`src/rtl/axis_udp_tx_builder.sv`:
```
// axis_udp_tx_builder: wraps a 64-bit AXIS UDP payload stream in an
// Ethernet II / IPv4 / UDP header (42 bytes) built from static config.
module axis_udp_tx_builder #(
  parameter int AXIS_DATA_WIDTH = 64
) (
  input  logic                         axis_aclk,
  input  logic                         axis_s_rst_n,
  input  logic                         en_i,
  input  logic [47:0]                  src_mac_i,
  input  logic [47:0]                  dst_mac_i,
  input  logic [31:0]                  src_ip_i,
  input  logic [31:0]                  dst_ip_i,
  input  logic [15:0]                  src_port_i,
  input  logic [15:0]                  dst_port_i,
  input  logic [15:0]                  payload_len_i,
  input  logic                         s_axis_tvalid,
  input  logic [AXIS_DATA_WIDTH-1:0]   s_axis_tdata,
  input  logic [AXIS_DATA_WIDTH/8-1:0] s_axis_tstrb,
  input  logic                         s_axis_tlast,
  output logic                         s_axis_tready,
  output logic                         m_axis_tvalid,
  output logic [AXIS_DATA_WIDTH-1:0]   m_axis_tdata,
  output logic [AXIS_DATA_WIDTH/8-1:0] m_axis_tstrb,
  output logic                         m_axis_tlast,
  input  logic                         m_axis_tready
);

  typedef enum logic [1:0] {IDLE, HDR, PAYLOAD, FLUSH} state_t;

  state_t      state, state_nxt;
  logic [2:0]  cnt, cnt_nxt;
  logic [15:0] carry, carry_nxt;
  logic [1:0]  flush_strb, flush_strb_nxt;
  logic        latch_cfg;
  logic        load_en;

  logic        m_tvalid_nxt;
  logic [63:0] m_tdata_nxt;
  logic [7:0]  m_tstrb_nxt;
  logic        m_tlast_nxt;

  logic [47:0] src_mac_q, dst_mac_q;
  logic [31:0] src_ip_q, dst_ip_q;
  logic [15:0] src_port_q, dst_port_q, len_q;

  logic [15:0] ip_len, udp_len, ip_csum;
  logic [19:0] csum_sum;
  logic [16:0] csum_f1;
  logic [15:0] csum_f2;

  // Map a big-endian 8-byte word (first byte in [63:56]) onto lanes 0..7.
  function automatic logic [63:0] net(input logic [63:0] be);
    logic [63:0] r;
    r = '0;
    for (int unsigned i = 0; i < 8; i++) begin
      r[8*i +: 8] = be[63-8*i -: 8];
    end
    return r;
  endfunction

  // Length fields and IPv4 header checksum from the latched configuration.
  always_comb begin
    ip_len   = len_q + 16'd28;
    udp_len  = len_q + 16'd8;
    // Constant words 0x4500 + 0x4000 + 0x4011 folded into one term.
    csum_sum = 20'h0C511 + 20'(ip_len)
             + 20'(src_ip_q[31:16]) + 20'(src_ip_q[15:0])
             + 20'(dst_ip_q[31:16]) + 20'(dst_ip_q[15:0]);
    csum_f1  = 17'(csum_sum[15:0]) + 17'(csum_sum[19:16]);
    csum_f2  = csum_f1[15:0] + 16'(csum_f1[16]);
    ip_csum  = ~csum_f2;
  end

  assign load_en = !m_axis_tvalid || m_axis_tready;

  // Next-state, output-register and handshake logic.
  always_comb begin
    state_nxt      = state;
    cnt_nxt        = cnt;
    carry_nxt      = carry;
    flush_strb_nxt = flush_strb;
    latch_cfg      = 1'b0;
    s_axis_tready  = 1'b0;
    m_tvalid_nxt   = m_axis_tvalid;
    m_tdata_nxt    = m_axis_tdata;
    m_tstrb_nxt    = m_axis_tstrb;
    m_tlast_nxt    = m_axis_tlast;
    if (load_en) begin
      m_tvalid_nxt = 1'b0;
      m_tdata_nxt  = '0;
      m_tstrb_nxt  = '0;
      m_tlast_nxt  = 1'b0;
    end
    unique case (state)
      IDLE: begin
        // Start waits for the previous frame's last beat to drain, leaving an
        // idle bus cycle. Beat 0 comes from the live inputs so it is valid
        // one cycle after start; cnt tracks the beat held in the output reg.
        if (en_i && s_axis_tvalid && !m_axis_tvalid) begin
          latch_cfg    = 1'b1;
          cnt_nxt      = '0;
          carry_nxt    = '0;
          state_nxt    = HDR;
          m_tvalid_nxt = 1'b1;
          m_tdata_nxt  = net({dst_mac_i, src_mac_i[47:32]});
          m_tstrb_nxt  = '1;
        end
      end
      HDR: begin
        if (load_en) begin
          cnt_nxt      = cnt + 3'd1;
          m_tvalid_nxt = 1'b1;
          m_tstrb_nxt  = '1;
          unique case (cnt)
            3'd0:    m_tdata_nxt = net({src_mac_q[31:0], 16'h0800, 8'h45, 8'h00});
            3'd1:    m_tdata_nxt = net({ip_len, 16'h0000, 16'h4000, 8'h40, 8'h11});
            3'd2:    m_tdata_nxt = net({ip_csum, src_ip_q, dst_ip_q[31:16]});
            default: m_tdata_nxt = net({dst_ip_q[15:0], src_port_q, dst_port_q, udp_len});
          endcase
          if (cnt == 3'd3) begin
            state_nxt = PAYLOAD;
            carry_nxt = '0;
          end
        end
      end
      PAYLOAD: begin
        s_axis_tready = load_en;
        if (load_en && s_axis_tvalid) begin
          m_tvalid_nxt = 1'b1;
          m_tdata_nxt  = {s_axis_tdata[47:0], carry};
          m_tstrb_nxt  = '1;
          carry_nxt    = s_axis_tdata[63:48];
          if (s_axis_tlast) begin
            if (s_axis_tstrb[6]) begin
              flush_strb_nxt = s_axis_tstrb[7:6];
              state_nxt      = FLUSH;
            end else begin
              m_tstrb_nxt = {s_axis_tstrb[5:0], 2'b11};
              m_tlast_nxt = 1'b1;
              state_nxt   = IDLE;
            end
          end
        end
      end
      FLUSH: begin
        if (load_en) begin
          m_tvalid_nxt = 1'b1;
          m_tdata_nxt  = {48'h0, carry};
          m_tstrb_nxt  = {6'h0, flush_strb};
          m_tlast_nxt  = 1'b1;
          state_nxt    = IDLE;
        end
      end
    endcase
  end

  // FSM state, beat counter, carry and registered master outputs.
  always_ff @(posedge axis_aclk or negedge axis_s_rst_n) begin
    if (!axis_s_rst_n) begin
      state         <= IDLE;
      cnt           <= '0;
      carry         <= '0;
      flush_strb    <= '0;
      m_axis_tvalid <= 1'b0;
      m_axis_tdata  <= '0;
      m_axis_tstrb  <= '0;
      m_axis_tlast  <= 1'b0;
    end else begin
      state         <= state_nxt;
      cnt           <= cnt_nxt;
      carry         <= carry_nxt;
      flush_strb    <= flush_strb_nxt;
      m_axis_tvalid <= m_tvalid_nxt;
      m_axis_tdata  <= m_tdata_nxt;
      m_axis_tstrb  <= m_tstrb_nxt;
      m_axis_tlast  <= m_tlast_nxt;
    end
  end

  // Configuration snapshot taken at frame start.
  always_ff @(posedge axis_aclk or negedge axis_s_rst_n) begin
    if (!axis_s_rst_n) begin
      src_mac_q  <= '0;
      dst_mac_q  <= '0;
      src_ip_q   <= '0;
      dst_ip_q   <= '0;
      src_port_q <= '0;
      dst_port_q <= '0;
      len_q      <= '0;
    end else if (latch_cfg) begin
      src_mac_q  <= src_mac_i;
      dst_mac_q  <= dst_mac_i;
      src_ip_q   <= src_ip_i;
      dst_ip_q   <= dst_ip_i;
      src_port_q <= src_port_i;
      dst_port_q <= dst_port_i;
      len_q      <= payload_len_i;
    end
  end

endmodule

```
`config.mk`:
```
export PLATFORM = sky130hd
export DESIGN_NAME = axis_udp_tx_builder
export DESIGN_NICKNAME = d
export VERILOG_FILES = /design/src/rtl/axis_udp_tx_builder.sv
export SDC_FILE = /design/constraint.sdc
export NUM_CORES = 1
export LEC_CHECK = 0
export BUFFER_PORTS_ARGS = -buffer_cell sky130_fd_sc_hd__buf_2
export CAP_MARGIN = 20
export CELL_PAD_IN_SITES_DETAIL_PLACEMENT = 1
export CELL_PAD_IN_SITES_GLOBAL_PLACEMENT = 1
export CORE_UTILIZATION = 40
export CTS_BUF_LIST = sky130_fd_sc_hd__clkbuf_4 sky130_fd_sc_hd__clkbuf_8 sky130_fd_sc_hd__clkbuf_16
export CTS_CLUSTER_DIAMETER = 80
export DETAILED_ROUTE_END_ITERATION = 10
export PLACE_DENSITY = 0.9
export SKIP_LAST_GASP = 1
export SYNTH_ARGS = -nofsm -noshare
export SYNTH_HDL_FRONTEND = slang
export SYNTH_SLANG_ARGS = --single-unit
```
`constraint.sdc`:
```
create_clock -name axis_aclk -period 9.01 [get_ports axis_aclk]
set_input_delay 0.901 -clock axis_aclk [delete_from_list [all_inputs] [get_ports axis_aclk]]
set_output_delay 0.901 -clock axis_aclk [all_outputs]
set_load 0.01 [all_outputs]
```
After elaboration in Yosys (flattened, before gate mapping)
Index checks and enable logic that the tools add are counted.
Word-level totals
  output and inout port bits: 75
  register bits after elaboration: 241
  logic and storage cells: 96
  bits in latches: 0
  memories kept: 0
  memory bits (writable): 0
  input port bits: 286
  bits in read-only memories: 0
Cells by class
  div/mod/pow operators: 0
  add/sub/neg operators: 10
  multiply operators: 0
  equal/unequal tests: 12
  bitwise gates (word level): 1
  order comparisons: 0
  mux-type cells: 45
  reductions and logical operators: 14
  shift-type cells: 0
Operators by type and width (number)
  two-way mux 64 bit: 5
  one-hot mux 64 bit (4 select lines): 1
  one-hot mux 64 bit (3 select lines): 1
  two-way mux 16 bit: 4
  two-way mux 8 bit: 7
  one-hot mux 16 bit (3 select lines): 1
  one-hot mux 8 bit (4 select lines): 1
  adder 19 x 16 -> 20 bit: 1
  adder 20 x 16 -> 20 bit: 1
  adder 18 x 16 -> 19 bit: 1
  adder 17 x 16 -> 18 bit: 1
  adder 16 x 16 -> 17 bit (first input constant): 1
  adder 16 x 4 -> 17 bit: 1
  adder 16 x 1 -> 16 bit: 1
  adder 16 x 4 -> 16 bit (second input constant): 1
  adder 16 x 5 -> 16 bit (second input constant): 1
  NOT 16 bit: 1
  two-way mux 2 bit: 7
  two-way mux 1 bit: 12
  inequality test 2 bit (second input constant): 6
  one-hot mux 2 bit (4 select lines): 1
  == test 3 x 2 -> 1 bit (second input constant): 2
  two-way mux 3 bit: 2
  one-hot mux 3 bit (2 select lines): 1
  other kinds (18): 21

Depth between registers and ports, before layout
Gate-level depths: netlist of run 1.
  word-level depth: 12
  gate-level depth with buffers: 40
  mapped depth without buffers: 39

Worst setup path before layout of run 1
No wires, ideal clock.
  path type: reg-to-reg
  from: register len_q[3]
  to: register m_axis_tdata[7]
  path slack: 0.780 ns
  path buffers: 1
  data required time: 8.871 ns
  setup time: 0.139 ns
  period minus slack after synthesis: 8.230 ns
  cell stages (with the launch flop): 40
  arrival time: 8.091 ns
  cell sequence: dfrtp_1 inv_1 ha_1 a21boi_0 nand3_1 xor2_1 fa_1 inv_1 fa_1 inv_1 fa_1 inv_1 ha_1 buf_4 o21ai_0 o21bai_1 a311oi_1 o21ai_0 (+4 left out) xnor2_1 fa_1 a21oi_1 nor3_1 nand2_1 nor4_4 nand3_2 nor2_1 and3_1 ha_1 and3_1 o221ai_1 or3_1 a221oi_2 o311ai_1 a221oi_2 xnor2_1 o211ai_2
On the way
  longest elaborated chain between the ends: 12
RTL lines
  start: declaration: line 44  | logic [15:0] src_port_q, dst_port_q, len_q;
  start signal: assignment: line 197  | len_q <= payload_len_i;
  adder 16 x 5 -> 16 bit (*): line 63  | ip_len = len_q + 16'd28;
  adder 16 x 16 -> 17 bit: line 66  | csum_sum = 20'h0C511 + 20'(ip_len)
  adder 17 x 16 -> 18 bit: line 67  | + 20'(src_ip_q[31:16]) + 20'(src_ip_q[15:0])
  adder 18 x 16 -> 19 bit: line 67
  adder 19 x 16 -> 20 bit: line 68  | + 20'(dst_ip_q[31:16]) + 20'(dst_ip_q[15:0]);
  adder 20 x 16 -> 20 bit: line 68
  adder 16 x 4 -> 17 bit: line 69  | csum_f1 = 17'(csum_sum[15:0]) + 17'(csum_sum[19:16]);
  adder 16 x 1 -> 16 bit: line 70  | csum_f2 = csum_f1[15:0] + 16'(csum_f1[16]);
  NOT 16 bit: line 71  | ip_csum = ~csum_f2;
  one-hot mux 64 bit (3 select lines) (*): line 114  | unique case (cnt)
  two-way mux 64 bit (*): line 110  | if (load_en) begin
  one-hot mux 64 bit (4 select lines) (*): line 94  | unique case (state)
  net m_tdata_nxt[7]: line 38  | logic [63:0] m_tdata_nxt;
  end signal: assignment: line 174  | m_axis_tdata <= m_tdata_nxt;
  end: declaration: line 22  | output logic [AXIS_DATA_WIDTH-1:0] m_axis_tdata,
The timed path passes the listed nets; every way through them passes the cells marked *.
A chain may end at the register's enable or synchronous reset.

Worst setup path in the final report of run 1
  from: register len_q[4]
  to: register m_axis_tdata[7]
Same word-level chain as after synthesis.

==> flow_summary.json, run 1 <==
{
  "synthDistinctLibCells": 77,
  "finalSetupTns_ns": 0,
  "yosys.area_share.simple_pct": 17.0,
  "fmax_ghz": 0.118,
  "cts_tree": "yes",
  "crit_slowest_cell": "fa_1",
  "arrival_ns": 8.93,
  "clock_latency_ns": 0.58,
  "fin_area_um2": 17700,
  "grt.total_usage_pct": 32.6,
  "netlist_instances": 1619,
  "cts_sinks": 241,
  "fp.dieArea_um2": 36600,
  "viasPerCell": 5.86,
  "synth_seq_cells": 241,
  "grt_pass1_vias": 15000,
  "multi_input_area_um2": 7460,
  "drt-total-wl_um": 60100,
  "drtPass1Iterations": 7,
  "synth_compound_area_share_pct": 19.4,
  "initial_utilization_pct": 41.1,
  "synth_edf_count": 0,
  "path_class": "flip-flop to flip-flop",
  "setup_viol": 0,
  "status": "complete, no violations",
  "ctsHtreeMaxLevel": 1,
  "ys.flop_type": "dfrtp_1",
  "tightestPinTransition_ns": 0.971,
  "ios": 361,
  "register_area_um2": 6030,
  "yosysMostFrequentCell": "nand2_1",
  "fillerInstances": 4163,
  "synth_fp_nets": 2000,
  "area_growth_pct": 23.4,
  "cp-start-kind": "flip-flop",
  "numPortBuffers": 360,
  "die_h_um": 191,
  "synth_commonest_cells": "424 x nand2_1, 241 x dfrtp_1, 149 x inv_1",
  "cp_max_fo": 7,
  "avgSynthCellArea_um2": 8.85,
  "yosysTopAreaCellShare_pct": 42.1,
  "cts_buffers": 27,
  "clk_pin_slew_ns": 0.06,
  "synth_top_family_by_area": "compound AO/OA/AOI/OAI gates",
  "grt.overflow.total": 0,
  "relSlewSlack_pct": 34.7,
  "place.gp.congestion": 0.906,
  "synth_top_area_cell": "dfrtp_1",
  "vias": 14200,
  "cp_common_cell": "ha_1",
  "finalNetCount": 2321,
  "yosys.area_share.adder_pct": 10.9,
  "place_area_um2": 16500,
  "period_minus_slack_ns": 8.50,
  "postRouteAntennaNets": 0,
  "fp-row-count": 68,
  "drive_gt1_share_pct": 25.1,
  "routedWlPerCell_um": 24.8,
  "grt_pass1_wl_um": 89800,
  "yosysWarnings": 0,
  "cts_root_buf": "clkbuf_16",
  "hold_class": "input port to asynchronous set/reset pin",
  "cp-end-kind": "flip-flop",
  "crit_family": "simple AND/OR/NAND/NOR gates",
  "final_min_period_over_clock_period_pct": 94.4,
  "antenna_found_initial": 10,
  "crit_required_ns": 9.44,
  "drc": 0,
  "hold_viol": 0,
  "dpl.hpwl_um": 44600,
  "postCtsHoldBufs": 0,
  "drtIter0Drc": 1212,
  "grt_max_degree": 207,
  "slowest_delay_ns": 0.53,
  "fin_skew_ns": 0.0177,
  "ys_seq_area_share_pct": 42.1,
  "finalNonFillerCells": 2421,
  "synthArstFlopShare_pct": 100,
  "synth-xor-area-share_pct": 3.68,
  "synth.area.mux_share_pct": 0.148,
  "synth_area_leaders": "dfrtp_1 42%, nand2_1 11%, fa_1 6.8%, o21ai_0 5.1%, a222oi_1 4.6%",
  "clk_path_buf_depth": 3,
  "die_w_um": 191,
  "path_buf_inv": 4,
  "core_area_um2": 34900,
  "drv_slew": 0,
  "syn-cell-area_um2": 14300,
  "max-cap-violations": 0,
  "dp.cells": 2356
}
repair_timing:
action / in CTS / in global routing
gates resized for setup: 1 / 23
pin swaps: 0 / 7
setup endpoints to repair: 1 / 10
setup buffers: 0 / 8
logic make-up (layout without fill, tap and decap cells):
kind of cell | Yosys count | count (layout)
muxes | 2 | 2
other | 0 | 7
AOI/OAI and AO/OA | 400 | 400
buffers and inverters | 251 | 591
xor gates and xnor gates | 57 | 57
DFF | 241 | 241
and+or+nand+nor | 573 | 573
adders and majority gates | 95 | 95
placed cells by master, fill, tap and decap left out, types with 12 or more instances in the layout:
| cell type | n |
|---|---|
| a22oi_1 | 30 |
| a221oi_1 | 18 |
| o21ai_0 | 143 |
| nor2_1 | 34 |
| dfrtp_1 | 240 |
| clkbuf_16 | 27 |
| ha_1 | 43 |
| fa_1 | 48 |
| nand2_1 | 422 |
| a222oi_1 | 66 |
| nor3_1 | 12 |
| a21oi_1 | 46 |
| xnor2_1 | 31 |
| buf_4 | 32 |
| inv_1 | 148 |
| xor2_1 | 23 |
| nand3_1 | 33 |
| buf_2 | 359 |
state kept, by name, indices dropped and copies added, names as in the netlist:
register	cells
src_mac_q	32
dst_ip_q	32
src_port_q	16
cnt	3
len_q	16
m_axis_tstrb	8
carry	16
src_ip_q	32
m_axis_tlast	1
dst_port_q	16
state	2
m_axis_tvalid	1
m_axis_tdata	64
flush_strb	2
metrics by stage:
step | utilization [%] | worst slack (ns) | hold WS [ns]
after floorplan | - | 0.780 | 0.430
after detailed placement | 47.4 | -0.0210 | 0.453
after global routing | 50.7 | -0.0165 | 0.445
after CTS | 50.2 | 0.0921 | 0.435
after global placement | 47.4 | 0.163 | 0.443
final | 50.7 | 0.506 | 0.357
layout make-up:
cell class,count,share of cell area (%)
diodes,7,0.0990
clock buffers,35,4.23
clock inverters,13,1.19
inverters,149,3.16
multi-input cells,1127,42.2
flip-flops and latches,241,34.1
well taps,455,3.22
repair buffers,394,11.8
worst paths after layout:
check                         startpoint               to  slack (ns)  cells after the start
min in group axis_aclk     flush_strb[0]    flush_strb[0]        0.47                      1
max reg2reg                     len_q[4]  m_axis_tdata[7]        0.51                     38
max                             len_q[4]  m_axis_tdata[7]        0.51                     38
min                         axis_s_rst_n  m_axis_tstrb[2]        0.36                      1
min reg2reg                flush_strb[0]    flush_strb[0]        0.47                      1
max in group asynchronous   axis_s_rst_n         len_q[4]        6.98                      2
worst reg2reg max path, delay by kind of cell, from the launching register on:
kind / cells / cell delay [ns]
xor+xnor: 3 / 0.51
flops: 1 / 0.41
compound gates: 12 / 2.22
buf+inv: 4 / 0.45
simple gates: 12 / 2.42
fa+ha+maj: 7 / 2.38
layer usage:
layer	wire length (µm)	up-vias	global-route usage, %
li1	-	6219	-
met1	24700	7144	42.3
met2	28800	656	54.4
met3	3980	151	4.96
met4	2470	10	13.0
met5	62	-	0
Power of run 1 is left out: the tool's default activity adds up to more than one toggle a clock period on the data nets, which glitch-free logic cannot reach.
==> run 2, diff against run 1 <==
- PLACE_DENSITY: 0.9 -> unset
- PLACE_DENSITY_LB_ADDON: unset -> 0.1
==> run 2 against run 1 <==
Against the previous run: cell area is 1.0% lower; fmax is 0.20% lower; flip-flop and latch count unchanged; setup slack worse by 0.017 ns; worst hold slack better by 0.019 ns; via count decreased by 3.7%; clock skew decreased by 0.0099 ns; sequential share of layout area grew 0.34 points; wire length down 3.9%; non-clock buffer count decreased by 7; critical endpoint unchanged; highest routed layer unchanged.
==> flow_summary.json, run 2 (synthesis results as in run 1) <==
{
  "grt.overflow.total": 0,
  "regMostFlops": "m_axis_tdata",
  "numPortBuffers": 360,
  "vias": 13700,
  "cts_sinks": 241,
  "die_w_um": 191,
  "routedWlPerCell_um": 23.9,
  "cp-end-kind": "flip-flop",
  "rsz0062_at_grt": "no",
  "clk_path_buf_depth": 3,
  "drv_slew": 0,
  "hold_slack_ns": 0.376,
  "final_cell_mix": "422 x nand2_1, 359 x buf_2, 240 x dfrtp_1, 149 x inv_1, 146 x o21ai_0",
  "cp_common_cell": "ha_1",
  "grt.total_usage_pct": 31.3,
  "multi_input_area_um2": 7440,
  "finalNetCount": 2314,
  "largest_register_ffs": 64,
  "place_ws_ns": 0.0278,
  "viasPerCell": 5.66,
  "core_area_um2": 34900,
  "arrival_ns": 8.93,
  "clk_pin_slew_ns": 0.06,
  "cts_buffers": 27,
  "relSlewSlack_pct": 25.2,
  "drtIter0Drc": 1172,
  "drive_gt1_share_pct": 24.4,
  "ctsHtreeMaxLevel": 1,
  "place.gp.congestion": 0.888,
  "postRouteAntennaNets": 0,
  "antenna_found_initial": 17,
  "drc": 0,
  "cp-start-kind": "flip-flop",
  "timing.final.ws_setup_ns": 0.489,
  "crit_slowest_cell": "fa_1",
  "die_h_um": 191,
  "crit_required_ns": 9.42,
  "slowest_delay_ns": 0.52,
  "hold_class": "input port to asynchronous set/reset pin",
  "max-cap-violations": 0,
  "final_common_cell": "nand2_1",
  "drtPass1Iterations": 7,
  "status": "complete, no violations",
  "cts_root_buf": "clkbuf_16",
  "clock_latency_ns": 0.55,
  "final_min_period_over_clock_period_pct": 94.6,
  "period_minus_slack_ns": 8.52,
  "grt_max_degree": 245,
  "finish.utilization_pct": 50.2,
  "fillerInstances": 4175,
  "path_class": "flip-flop to flip-flop",
  "fin_skew_ns": 0.00778,
  "tightestPinTransition_ns": 1.12,
  "finalSetupTns_ns": 0,
  "cp_max_fo": 6,
  "setup_viol": 0,
  "cts_tree": "yes",
  "fp-row-count": 68,
  "grt_pass1_vias": 14100,
  "fp.dieArea_um2": 36600,
  "fmax_ghz": 0.117,
  "initial_utilization_pct": 41.1,
  "register_area_um2": 6030,
  "area_growth_pct": 22.2,
  "ios": 361,
  "hold_viol": 0,
  "dpl.hpwl_um": 43700,
  "drt-total-wl_um": 57700,
  "grt_pass1_wl_um": 85300
}
## run 2: cell types whose count changed in the layout (fill, tap and decap cells not counted), moves of 3 or more
cell	delta
clkbuf_8	+6
bufinv_16	-5
diode_2	+4
o21ai_0	+3
clkinv_2	-3
buf_4	-6
o21ai_1	-3
## run 2: path summary, 6_finish.rpt
path	start	end	slack, ns	depth (start not counted)
worst max-delay path	len_q[4]	m_axis_tdata[7]	0.49	38
worst min-delay path	axis_s_rst_n	carry[9]	0.38	1
worst max register to register	len_q[4]	m_axis_tdata[7]	0.49	38
worst min register to register	dst_port_q[5]	dst_port_q[5]	0.47	2
max in group asynchronous	axis_s_rst_n	len_q[4]	7.01	2
min in group axis_aclk	dst_port_q[5]	dst_port_q[5]	0.47	2
## run 2: per-layer routing
| metal | part of all wire (%) | vias up | global-route usage (%) |
|---|---|---|---|
| met5 | 0.12 | - | 0.549 |
| met4 | 3.3 | 10 | 11.5 |
| met3 | 5.9 | 87 | 5.01 |
| met2 | 48 | 462 | 51.1 |
| met1 | 43 | 6897 | 41.7 |
| li1 | - | 6204 | - |
## run 2: timing repair
action                     4_1_cts  5_1_grt
resized for setup                0       15
hold buffers                     0        0
buffers inserted                 0        5
setup endpoints to repair        0       12
## run 2: worst max-delay path, delay by kind of cell, from the launching register on
kind            cells  cell delay [ns]
compound gates     13             2.42
buf+inv             3             0.24
fa+ha+maj           8             2.44
simple gates       12             2.42
xor+xnor            2             0.39
flops               1             0.45
## run 2: area by class of cell
cell class	count	area share (%)
multi-input combinational	1127	42.5
sequential	241	34.5
timing repair buffer	387	11.6
clock buffer	42	4.79
tap	455	3.25
inverter	149	3.19
antenna	11	0.157
clock inverter	3	0.107
## run 2: stage by stage
stage               instances  cell area, µm²
floorplan                1619           14300
global placement         2354           16500
detailed placement       2354           16500
CTS                      2399           17400
global route             2413           17500
finish                   2415           17500
Power of run 2 is left out for the same reason.
==> run 3, diff against run 2 <==
- ABC_AREA: unset -> 1
- CORE_UTILIZATION: 40 -> 39
==> run 3 against run 2 <==
Against the previous run: clock skew is 0.018 ns higher; first-iteration DRC count is 39% lower; non-clock buffer count decreased by 7; core utilization decreased by 1.5 points; register-to-register slack improved by 0.34 ns.
==> flow_summary.json, run 3 <==
{
  "synth_top_area_cell": "dfrtp_1",
  "fillerInstances": 4830,
  "die_w_um": 197,
  "r2r_cells": 51,
  "fin_skew_ns": 0.0260,
  "grtUsageMet3_pct": 6.74,
  "die_h_um": 197,
  "routedWlPerCell_um": 20.4,
  "vias": 14600,
  "numPortBuffers": 360,
  "r2r-end": "m_axis_tdata[6]",
  "yosysMostFrequentCell": "nand2_1",
  "drt-total-wl_um": 58300,
  "fp-row-count": 71,
  "hold_viol": 0,
  "drtIter0Drc": 715,
  "grt.total_usage_pct": 30.1,
  "clk_path_buf_depth": 3,
  "critPathLaunch": "len_q[2]",
  "cts_sinks": 241,
  "top_usage_layer": "met2",
  "finalSetupTns_ns": 0,
  "grt_max_degree": 111,
  "grt_pass1_vias": 15300,
  "synth_seq_cells": 241,
  "fp.dieArea_um2": 39000,
  "finalNetCount": 2686,
  "drtPass1Iterations": 7,
  "ys.flop_type": "dfrtp_1",
  "grtUsageMet1_pct": 38.5,
  "netlist_instances": 1977,
  "slowest_delay_ns": 0.55,
  "relSlewSlack_pct": 29.2,
  "status": "complete, no violations",
  "ys_seq_area_share_pct": 40.5,
  "postRouteAntennaNets": 0,
  "drv_slew": 0,
  "clock_latency_ns": 0.59,
  "regMostFlops": "m_axis_tdata",
  "fmax_ghz": 0.122,
  "core_area_um2": 37600,
  "synthArstFlopShare_pct": 100,
  "cp-end-kind": "flip-flop",
  "worstSetupEndpoint": "m_axis_tdata[6]",
  "synth_fp_nets": 2358,
  "cts_tree": "yes",
  "arrival_ns": 8.64,
  "final_min_period_over_clock_period_pct": 90.8,
  "dpl.hpwl_um": 45000,
  "yosysWarnings": 0,
  "syn-cell-area_um2": 14900,
  "rsz0062_at_grt": "no",
  "yosysTopAreaCellShare_pct": 40.5,
  "final_cell_mix": "741 x nand2_1, 359 x buf_2, 264 x inv_1, 240 x dfrtp_1, 145 x o21ai_0",
  "drive_gt1_share_pct": 21.0,
  "viasPerCell": 5.13,
  "area_growth_pct": 22.9,
  "cts_buffers": 30,
  "initial_utilization_pct": 39.6,
  "cp_common_cell": "nand2_1",
  "r2r-start": "len_q[2]",
  "cts_root_buf": "clkbuf_16",
  "ctsHtreeMaxLevel": 1,
  "clk_pin_slew_ns": 0.06,
  "cp_max_fo": 5,
  "grt.overflow.total": 0,
  "place.gp.congestion": 0.862,
  "cp-start-kind": "flip-flop",
  "final_common_cell": "nand2_1",
  "crit_slowest_cell": "fa_1",
  "path_class": "flip-flop to flip-flop",
  "largest_register_ffs": 64,
  "tightestPinTransition_ns": 1.06,
  "crit_required_ns": 9.47,
  "period_minus_slack_ns": 8.18,
  "setup_viol": 0,
  "rrSetupSlack_ns": 0.83,
  "synth_edf_count": 0,
  "antenna_found_initial": 24,
  "synth_commonest_cells": "741 x nand2_1, 265 x inv_1, 241 x dfrtp_1",
  "avgSynthCellArea_um2": 7.53,
  "met2_usage_pct": 49.6,
  "hold_class": "input port to asynchronous set/reset pin",
  "postCtsHoldBufs": 0,
  "hold_slack_ns": 0.433,
  "grt_pass1_wl_um": 88800,
  "ios": 361,
  "max-cap-violations": 0,
  "synthDistinctLibCells": 42,
  "drc": 0,
  "synth_area_leaders": "dfrtp_1 41%, nand2_1 19%, inv_1 6.7%, fa_1 6.6%, o21ai_0 4.9%"
}
[run 3: area by class of cell]
type / count / area, µm² / area share, %
Antenna cell: 15 / 37.5 / 0.205
Clock buffer: 38 / 830 / 4.54
Clock inverter: 18 / 198 / 1.08
Inverter: 272 / 1020 / 5.58
Multi-Input combinational cell: 1380 / 7560 / 41.3
Sequential cell: 241 / 6030 / 33.0
Tap cell: 511 / 639 / 3.50
Timing Repair Buffer: 380 / 1970 / 10.8
[run 3: timing repair]
| action | CTS | global route |
|---|---|---|
| setup buffers | 0 | 2 |
| setup endpoints to repair | 0 | 8 |
| gates resized for setup | 0 | 8 |
[run 3: cells by family (layout without fill, tap and decap cells)]
family	after synthesis	count (layout)	share of synthesized area [%]
AOI/OAI and AO/OA	301	301	12.3
xor gates and xnor gates	13	13	0.765
adders and majority gates	95	95	10.5
buffers and inverters	356	708	9.08
DFF	241	241	40.5
muxes	1	1	0.0756
other	0	15	0
and+or+nand+nor	970	970	26.8
[run 3: metal layers]
metal / vias to the layer above / share of wire, %
met1: 7160 / 43
met2: 403 / 47
li1: 6958 / -
met3: 110 / 6.2
met5: - / 0.17
met4: 16 / 3.5
[run 3: worst min path at each step]
stage / from / endpoint
global placement: flush_strb[0] / flush_strb[0]
CTS: axis_s_rst_n / m_axis_tdata[62]
finish: axis_s_rst_n / dst_ip_q[21]
global route: flush_strb[0] / flush_strb[0]
floorplan: flush_strb[0] / flush_strb[0]
detailed placement: flush_strb[0] / flush_strb[0]
[run 3: critical path: cells and delay by family, from the launching register on]
kind            cells  cell delay, ns
compound gates      3            0.44
xor+xnor            2            0.48
fa+ha+maj           7            2.52
buf+inv             4            0.31
flops               1            0.42
simple gates       35            3.88
[run 3: stage by stage]
stage                     util, %  std cells  cell area (µm²)  worst slack [ns]
after floorplan                 -       1977            14900              1.83
after global placement       45.7       2781            17200             0.749
after detailed placement     45.7       2782            17200             0.498
after CTS                    48.5       2838            18200             0.462
after global routing         48.6       2851            18300           0.00686
final                        48.7       2855            18300             0.832
Power of run 3 is left out for the same reason.
